--- src/rtl/fetch_sequencer.sv ---
// ---------------------------------------------------------------------------
// fetch_sequencer
//
// Control FSM for the nibble-processor front end.  It sequences the PC
// counter, the program ROM and the fetch register so that each instruction
// goes through FETCH, DECODE and then EXEC or JUMP, in program order.
//
// Jumps are two bytes long.  The jump target is {oprnd, second byte}.  The
// second byte is read straight from program_byte during DECODE, because the
// PC already points at it by then.  The jump condition comes from c_flag and
// z_flag, and the flags are sampled only in DECODE.
//
// Optional feature: define SINGLE_STEP_EN to enable single-step operation.
// When it is enabled, a step pulse in IDLE with run=0 executes exactly one
// instruction and then returns to IDLE.
//
// Ports
//   clk           in   rising-edge clock
//   reset         in   synchronous, active-high
//   run           in   level; 1 = run, 0 = stop at the next instruction boundary
//   step          in   single-step request pulse (used only with SINGLE_STEP_EN)
//   instr         in   fetch register opcode nibble
//   oprnd         in   fetch register operand nibble
//   program_byte  in   ROM data at the current PC
//   c_flag        in   ALU carry flag
//   z_flag        in   ALU zero flag
//   enCounter     out  PC increment enable
//   enFetch       out  fetch register capture enable
//   load          out  PC load enable
//   counter12bit  out  PC load value (latched jump target)
//   exec_en       out  one-cycle execute strobe
//   halted        out  high while in HALT
//   state_dbg     out  current state encoding
// ---------------------------------------------------------------------------
module fetch_sequencer #(
    parameter int          ADDR_W   = 12,
    parameter logic [3:0]  OPC_JC   = 4'h0,
    parameter logic [3:0]  OPC_JNC  = 4'h1,
    parameter logic [3:0]  OPC_JZ   = 4'h2,
    parameter logic [3:0]  OPC_JNZ  = 4'h3,
    parameter logic [3:0]  OPC_JMP  = 4'h4,
    parameter logic [3:0]  OPC_HALT = 4'hF
) (
    input  logic              clk,
    input  logic              reset,
    input  logic              run,
    input  logic              step,
    input  logic [3:0]        instr,
    input  logic [3:0]        oprnd,
    input  logic [7:0]        program_byte,
    input  logic              c_flag,
    input  logic              z_flag,
    output logic              enCounter,
    output logic              enFetch,
    output logic              load,
    output logic [ADDR_W-1:0] counter12bit,
    output logic              exec_en,
    output logic              halted,
    output logic [2:0]        state_dbg
);

    typedef enum logic [2:0] {
        ST_IDLE   = 3'd0,
        ST_FETCH  = 3'd1,
        ST_DECODE = 3'd2,
        ST_EXEC   = 3'd3,
        ST_JUMP   = 3'd4,
        ST_HALT   = 3'd5
    } state_t;

    state_t              state_reg, state_next;
    logic                taken_reg, taken_next;
    logic                step_mode_reg, step_mode_next;
    logic [ADDR_W-1:0]   target_reg, target_next;
    logic                is_jump;
    logic                jump_cond;

    logic                en_counter_reg;
    logic                en_fetch_reg;
    logic                load_reg;
    logic                exec_en_reg;
    logic                halted_reg;

`ifndef SINGLE_STEP_EN
    // step has no function in this build.
    logic unused_step;
    assign unused_step = step;
`endif

    // Decode the opcode and evaluate the jump condition.
    always_comb begin
        is_jump   = 1'b0;
        jump_cond = 1'b0;
        case (instr)
            OPC_JC:  begin is_jump = 1'b1; jump_cond = c_flag;  end
            OPC_JNC: begin is_jump = 1'b1; jump_cond = !c_flag; end
            OPC_JZ:  begin is_jump = 1'b1; jump_cond = z_flag;  end
            OPC_JNZ: begin is_jump = 1'b1; jump_cond = !z_flag; end
            OPC_JMP: begin is_jump = 1'b1; jump_cond = 1'b1;    end
            default: begin is_jump = 1'b0; jump_cond = 1'b0;    end
        endcase
    end

    always_comb begin
        state_next     = state_reg;
        taken_next     = taken_reg;
        step_mode_next = step_mode_reg;
        target_next    = target_reg;
        case (state_reg)
            ST_IDLE: begin
                if (run) begin
                    state_next     = ST_FETCH;
                    step_mode_next = 1'b0;
                end
`ifdef SINGLE_STEP_EN
                else if (step) begin
                    state_next     = ST_FETCH;
                    step_mode_next = 1'b1;
                end
`endif
            end
            ST_FETCH: state_next = ST_DECODE;
            ST_DECODE: begin
                if (is_jump) begin
                    // The PC already points at the second jump byte.
                    target_next = ADDR_W'({oprnd, program_byte});
                    taken_next  = jump_cond;
                    state_next  = ST_JUMP;
                end else if (instr == OPC_HALT) begin
                    state_next = ST_HALT;
                end else begin
                    state_next = ST_EXEC;
                end
            end
            ST_EXEC, ST_JUMP: begin
                // A single-stepped instruction always returns to IDLE.
                state_next = (run && !step_mode_reg) ? ST_FETCH : ST_IDLE;
            end
            ST_HALT: state_next = ST_HALT;
            default: state_next = ST_IDLE;
        endcase
    end

    // The outputs are registered from the next state, so they line up
    // exactly with the state they belong to.
    always_ff @(posedge clk) begin
        if (reset) begin
            state_reg      <= ST_IDLE;
            taken_reg      <= 1'b0;
            step_mode_reg  <= 1'b0;
            target_reg     <= '0;
            en_counter_reg <= 1'b0;
            en_fetch_reg   <= 1'b0;
            load_reg       <= 1'b0;
            exec_en_reg    <= 1'b0;
            halted_reg     <= 1'b0;
        end else begin
            state_reg      <= state_next;
            taken_reg      <= taken_next;
            step_mode_reg  <= step_mode_next;
            target_reg     <= target_next;
            en_fetch_reg   <= (state_next == ST_FETCH);
            // When a jump is not taken, the PC is advanced past the second
            // byte.  load and enCounter are never asserted together.
            en_counter_reg <= (state_next == ST_FETCH) ||
                              ((state_next == ST_JUMP) && !taken_next);
            load_reg       <= (state_next == ST_JUMP) && taken_next;
            exec_en_reg    <= (state_next == ST_EXEC);
            halted_reg     <= (state_next == ST_HALT);
        end
    end

    assign enCounter    = en_counter_reg;
    assign enFetch      = en_fetch_reg;
    assign load         = load_reg;
    assign counter12bit = target_reg;
    assign exec_en      = exec_en_reg;
    assign halted       = halted_reg;
    assign state_dbg    = state_reg;

endmodule

--- config.mk ---
export PLATFORM = sky130hd
export DESIGN_NAME = fetch_sequencer
export DESIGN_NICKNAME = d
export VERILOG_FILES = /design/src/rtl/fetch_sequencer.sv
export SDC_FILE = /design/constraint.sdc
export NUM_CORES = 1
export LEC_CHECK = 0
export CELL_PAD_IN_SITES_DETAIL_PLACEMENT = 1
export CELL_PAD_IN_SITES_GLOBAL_PLACEMENT = 1
export CORE_MARGIN = 8
export CORE_UTILIZATION = 30
export CTS_BUF_LIST = sky130_fd_sc_hd__clkbuf_8
export CTS_CLUSTER_DIAMETER = 150
export DETAILED_ROUTE_END_ITERATION = 12
export PLACE_DENSITY_LB_ADDON = 0.3
export SYNTH_ARGS = -nofsm -noshare
export SYNTH_HDL_FRONTEND = slang
export SYNTH_SLANG_ARGS = --single-unit
--- constraint.sdc ---
create_clock -name clk -period 1.8 [get_ports clk]
set_input_delay 0.36 -clock clk [delete_from_list [all_inputs] [get_ports clk]]
set_output_delay 0.36 -clock clk [all_outputs]
set_load 0.02 [all_outputs]
==> metrics.txt, run 1 <==
vias in the first global route=877; EDFF count, synth=0; leakage=0.492 nW; sequential element share of the synthesized area=48.8%; CTS buffer count=3; #FFs+latches synth=21; clk root buf=clkbuf_8; CTS Hold Bufs=0; Wirelength per Cell=16.2 um; Yosys top cell area share=48.8%; Placer Congestion=0.798; Buf+Inv Stages, Crit Path=1; capturing element type of the critical path=output port; reg-to-reg endpoint=counter12bit[7]$_SDFFE_PP0P_; CP startpoint kind=flop; biggest area consumer among synthesized cells=dfxtp_1; GRT overflow=0; most numerous cell in the Yosys netlist=dfxtp_1; drt total wl=2.58 mm; Worst Tran Pin Value=0.250 ns; fin. max-slew vios=0; pwr dens=720 mW/mm^2; diode count=0; Syn. warnings=0; antenna violations before repair=0; area grow syn2layout=59.1%; CP delay by family, top=buffers and inverters; worst-path fanout max=7; Crit path depth=1; Detailed Route Iter0 Violations=24; Commonest cells post-synth=dfxtp_1 (21), nor2_1 (15), mux2i_1 (14); Synth cell types=30; DR WL met3=179 um; Setup Fix Bufs, Post-CTS=0; CTS Buffer Depth=2; crit share post-route=96.0%; core area=0.00273 mm^2; Pre-antenna DRT Iters=4; number of flip-flops under the largest register name=12; share of cells above drive strength 1=11.7%; Final setup viols=0; post-CTS sizing=0; Worst Hold Depth=2; count of buffers from port buffering=40; Via density=4.81; Critical Path AT=1.37 ns; crit path max-delay cell type=clkdlybuf4s50_1; DIE HEIGHT=69.6 um; clock sinks=21; Worst-Skew Late Latency=0.26 ns; worst path cell trace=clkdlybuf4s50_1; CTS clock-pin slew for the worst setup and hold paths=0.08 ns; DP Wirelength=2.04 mm; Synth Cell Area=862 um^2; Hold Crit Class=reg2reg; Die X=69.6 um; r2r setup slk=0.23 ns; Max-slew headroom=82.8%; run status=completed; Synthesized Nets=104; VDD IR max=0.497 mV; Initial Util=31.5%; io pins=42; fillcell total=311; reg-to-reg startpoint=state_dbg[2]$_SDFF_PP0_; Hold Fails Final Rpt=0; largest net degree at the start of global routing=15; Detail Route Antenna Nets=0; dominant synthesized flop cell=dfxtp_1; CTS H-tree depth=1; cells after synthesis=82; DR vias=765; WP data required=1.44 ns; f_max=0.579 GHz; metal2 WL=1.45 mm; met1 wire length=930 um; WHS=0.501 ns; Highest Signal Layer=met4; CTS tree=done; drt drc=0; Setup CP Type=reg2out; row cnt=19; final net count=151; clk_skew=0.00278 ns; Tmin final=1.73 ns; Setup crit end=state_dbg[2]; Global Route Usage Sum=10.7%; Mean Syn Cell Area=10.5 um^2; crit path launch=state_dbg[2]$_SDFF_PP0_; worst reg-to-reg path cell count=5; top post-synthesis cells by area=dfxtp_1 (49%), mux2i_1 (16%), nor2_1 (6.5%); Die ar.=0.00484 mm^2; Max-Cap Viols=0; first-pass GRT wire length=4.33 mm; Design Power=0.000988 W; RSZ-0062 raised after global routing=no; slowest stage delay, CP=0.65 ns; Post-synth ARST share=0%
worst reg2reg max path, cell delays in order, from the launching register on:
cell     delay (ns)
dfxtp_1        0.38
or3b_4         0.43
nor3_4         0.20
buf_12         0.19
mux2i_1        0.22
nor2_1         0.06
cells by family after synthesis:
family                 Yosys count  share of synthesized area, %
buffers and inverters            8                          6.10
flip-flops                      21                          48.8
AND/OR/NAND/NOR                 27                          18.0
multiplexers                    14                          16.3
AO/OA/AOI/OAI                   11                          9.87
XOR/XNOR                         1                          1.02
power breakdown:
| part | internal [W] | total [W] | switching [W] |
|---|---|---|---|
| Sequential | 0.000480 | 0.000488 | 0.00000852 |
| Combinational | 0.000108 | 0.000193 | 0.0000843 |
| Clock | 0.000154 | 0.000307 | 0.000153 |
routing by layer:
layer	global-route usage [%]	up-vias
li1	-	378
met1	9.85	367
met2	20.7	18
met3	4.15	2
met4	3.42	0
met5	0	-
worst min path at each step:
| stage | start | endpoint | slack (ns) |
|---|---|---|---|
| 3_5_place_dp | counter12bit[3]$_SDFFE_PP0P_ | counter12bit[3]$_SDFFE_PP0P_ | 0.49 |
| 6_report | counter12bit[9]$_SDFFE_PP0P_ | counter12bit[9]$_SDFFE_PP0P_ | 0.50 |
| 4_1_cts | counter12bit[9]$_SDFFE_PP0P_ | counter12bit[9]$_SDFFE_PP0P_ | 0.51 |
| 2_1_floorplan | taken_reg$_SDFF_PP0_ | taken_reg$_SDFF_PP0_ | 0.50 |
| 3_3_place_gp | counter12bit[4]$_SDFFE_PP0P_ | counter12bit[4]$_SDFFE_PP0P_ | 0.47 |
| 5_1_grt | counter12bit[9]$_SDFFE_PP0P_ | counter12bit[9]$_SDFFE_PP0P_ | 0.53 |
layout make-up:
class | count | area [um^2] | area share, %
clock buffers | 3 | 41.3 | 3.01
clock inverters | 1 | 5.00 | 0.365
inverters | 3 | 11.3 | 0.821
multi-input cells | 53 | 389 | 28.4
flip-flops and latches | 21 | 420 | 30.7
well taps | 31 | 38.8 | 2.83
repair buffers | 47 | 465 | 33.9
per-stage QoR:
| stage | TNS [ns] | setup WS, ns | std cells | instance area (um^2) | utilization [%] |
|---|---|---|---|---|---|
| after CTS | 0 | 0.0497 | 159 | 1370 | 50.2 |
| after global routing | 0 | 0.0302 | 159 | 1370 | 50.2 |
| final | 0 | 0.0723 | 159 | 1370 | 50.2 |
| after detailed placement | -1.04 | -0.125 | 155 | 1330 | 48.5 |
| after global placement | -0.389 | -0.0373 | 155 | 1330 | 48.5 |
| after floorplan | 0 | 0.0121 | 82 | 862 | - |
layout by cell type (no fill, tap or decap):
cell	instances
o22a_1	1
nor3_1	1
and2_1	1
a211oi_1	1
o22ai_2	1
nor3_4	1
o211ai_1	2
and3b_1	1
nand3b_1	2
clkdlybuf4s50_1	40
o2111ai_1	1
xnor2_1	1
or2b_1	1
nand4_1	1
nand2_1	1
inv_1	3
dfxtp_1	21
clkbuf_8	3
nor3b_2	1
a31o_1	1
o21a_1	1
a21oi_1	1
or3b_4	1
buf_12	1
or3_1	1
clkinv_2	1
buf_4	6
o22ai_1	1
o21ai_0	1
mux2i_1	14
nor2_1	15
Power figures use the tool's default switching activity.
==> run 2, diff against run 1 <==
--- a/config.mk
+++ b/config.mk
@@ -7,12 +7,14 @@
 export LEC_CHECK = 0
 export CELL_PAD_IN_SITES_DETAIL_PLACEMENT = 1
 export CELL_PAD_IN_SITES_GLOBAL_PLACEMENT = 1
+export CORE_ASPECT_RATIO = 1.1
 export CORE_MARGIN = 8
 export CORE_UTILIZATION = 30
 export CTS_BUF_LIST = sky130_fd_sc_hd__clkbuf_8
 export CTS_CLUSTER_DIAMETER = 150
 export DETAILED_ROUTE_END_ITERATION = 12
 export PLACE_DENSITY_LB_ADDON = 0.3
+export SETUP_SLACK_MARGIN = 0.3
 export SYNTH_ARGS = -nofsm -noshare
 export SYNTH_HDL_FRONTEND = slang
 export SYNTH_SLANG_ARGS = --single-unit
==> run 2 against run 1 <==
Utilization up 1.9 points; sequential share of layout area down 0.70 points; combinational power about the same.
==> metrics.txt, run 2 (synthesis gave the netlist of run 1 again) <==
VDD IR max=0.393 mV (-21%); Die ar.=0.00485 mm^2 (about the same); CTS Hold Bufs=0 (unchanged); CTS Buffer Depth=2 (unchanged); Hold Crit Class=reg2reg; Worst Tran Pin Value=0.284 ns (+0.0335 ns); Max-slew headroom=80.9% (-1.9 points); placed insts=157 (+1.3%); row cnt=20 (+1); drt total wl=2.38 mm (-7.9%); Place WS=-0.0624 ns (+0.0629 ns); most frequent cells in the layout=dlygate4sd2_1 (23), dfxtp_1 (18), clkdlybuf4s50_1 (17); CTS tree=done; count of buffers from port buffering=40 (unchanged); Die X=67.1 um (-3.6%); P_int=0.000738 W (-0.61%); Clock Power Share=29.9% (-1.1 points); clock sinks=21 (unchanged); Initial Util=31.3% (-0.21 points); CTS buffer count=3 (unchanged); DR vias=782 (+2.2%); Placer Congestion=0.740 (-7.3%); final net count=157 (+4.0%); fin. max-slew vios=0 (unchanged); total net switching power=0.000232 W (-5.4%); most common cell after layout, fill and taps aside=dlygate4sd2_1; Flop pwr share=50.2% (+0.7 points); pwr dens=677 mW/mm^2 (-6.0%); number of flip-flops under the largest register name=12 (unchanged); diode count=0 (unchanged); io pins=42 (unchanged); share of cells above drive strength 1=17.2% (+5.4 points); RSZ-0062 raised after global routing=yes; clk root buf=clkbuf_8; final design utilization=52.0% (+1.9 points); Layout Cells excl Fill=167 (+5.0%); Wirelength per Cell=14.2 um (-12%); Critical Path AT=1.70 ns (+0.33 ns); worst-path fanout max=3 (-4); Worst-Skew Late Latency=0.25 ns (about the same); GRT overflow=0 (unchanged); Global Route Usage Sum=9.98% (-0.71 points); Pre-antenna DRT Iters=2 (-2); CTS clock-pin slew for the worst setup and hold paths=0.07 ns (about the same); fillcell total=328 (+5.5%); Setup CP Type=reg2reg; Via density=4.68 (-2.7%); sw frac=24.0% (-0.91 points); fin area=0.00143 mm^2 (+4.5%); Combinational Power Share=19.9% (+0.4 points); clk_skew=0.00192 ns (-0.000859 ns); capturing element type of the critical path=flop; Detailed Route Iter0 Violations=9 (-63%); leakage=0.627 nW (+28%); placed cell areas=0.00134 mm^2 (+0.76%); core area=0.00275 mm^2 (+0.69%); antenna violations before repair=0 (unchanged); Final setup viols=0 (unchanged); CTS H-tree depth=1 (unchanged); Final WS setup=0.250 ns (+0.177 ns); WP data required=1.95 ns (+0.51 ns); Detail Route Antenna Nets=0 (unchanged); CP startpoint kind=flop; largest net degree at the start of global routing=15 (unchanged); metal2 WL=1.16 mm (-20%); vias in the first global route=839 (-4.3%); Max-Cap Viols=0 (unchanged); Tmin final=1.55 ns (-0.177 ns); Highest Signal Layer=met4; f_max=0.645 GHz (+11%); area grow syn2layout=66.2%; Hold Fails Final Rpt=0 (unchanged); drt drc=0 (unchanged); first-pass GRT wire length=3.84 mm (-11%); crit share post-route=86.1% (-9.9 points); met1 wire length=1.03 mm (+10%); DP Wirelength=1.81 mm (-11%); DR WL met3=164 um (-8.4%); DIE HEIGHT=72.2 um (+3.8%); run status=completed
run 2: cell count changes in the layout (fill, tap and decap cells not counted), sizes merged:
cell	change
buf	+6
dlygate4sd2	+23
clkinv	-1
clkdlybuf4s50	-23
inv	+1
run 2: final cells by class:
cell class                      instances  area (um^2)  area share [%]
Timing Repair Buffer                   53          509            35.5
Sequential cell                        21          429            30.0
Multi-Input combinational cell         53          397            27.7
Clock buffer                            3         41.3            2.88
Tap cell                               33         41.3            2.88
Inverter                                3         11.3           0.786
Clock inverter                          1         3.75           0.262
run 2: power by group through the flow:
stage	sequential, W	combinational [W]	clock (W)
floorplan	0.000517	0.0000769	0
global placement	0.000504	0.000179	0
detailed placement	0.000506	0.000182	0
CTS	0.000486	0.000191	0.000299
global route	0.000488	0.000209	0.000318
finish	0.000486	0.000193	0.000290
run 2: final timing paths:
kind	start	to	slack (ns)	cells after the start
setup / recovery	state_dbg[1]$_SDFF_PP0_	enCounter$_SDFF_PP0_	0.25	6
hold / removal	counter12bit[7]$_SDFFE_PP0P_	counter12bit[7]$_SDFFE_PP0P_	0.49	2
setup reg to reg	state_dbg[1]$_SDFF_PP0_	enCounter$_SDFF_PP0_	0.25	6
hold reg to reg	counter12bit[7]$_SDFFE_PP0P_	counter12bit[7]$_SDFFE_PP0P_	0.49	2
run 2: timing repair:
| action | CTS | global route |
|---|---|---|
| setup buffers | 4 | 1 |
| setup endpoints to repair | 36 | 14 |
| resized for setup | 25 | 3 |
| pin swaps | 1 | 9 |
| cloned | 1 | 0 |
run 2: through the flow:
| step | total power (W) | TNS [ns] | hold WS, ns |
|---|---|---|---|
| global placement | 0.000683 | -0.167 | 0.473 |
| finish | 0.000970 | 0 | 0.495 |
| detailed placement | 0.000688 | -0.559 | 0.485 |
| CTS | 0.000976 | 0 | 0.498 |
| global route | 0.00102 | 0 | 0.525 |
| floorplan | 0.000594 | 0 | 0.492 |
run 2: layer usage:
metal	track usage [%]	vias to the layer above
li1	-	388
met1	11.8	364
met2	16.7	28
met3	2.31	2
met4	4.19	0
met5	0	-
run 2: worst max-delay path, cell delays in order, from the launching register on:
cell and delay, ns:
dfxtp_4 0.35, or3b_4 0.40, nor3_4 0.16, buf_4 0.15
buf_6 0.09, o22ai_4 0.07, a31o_1 0.23
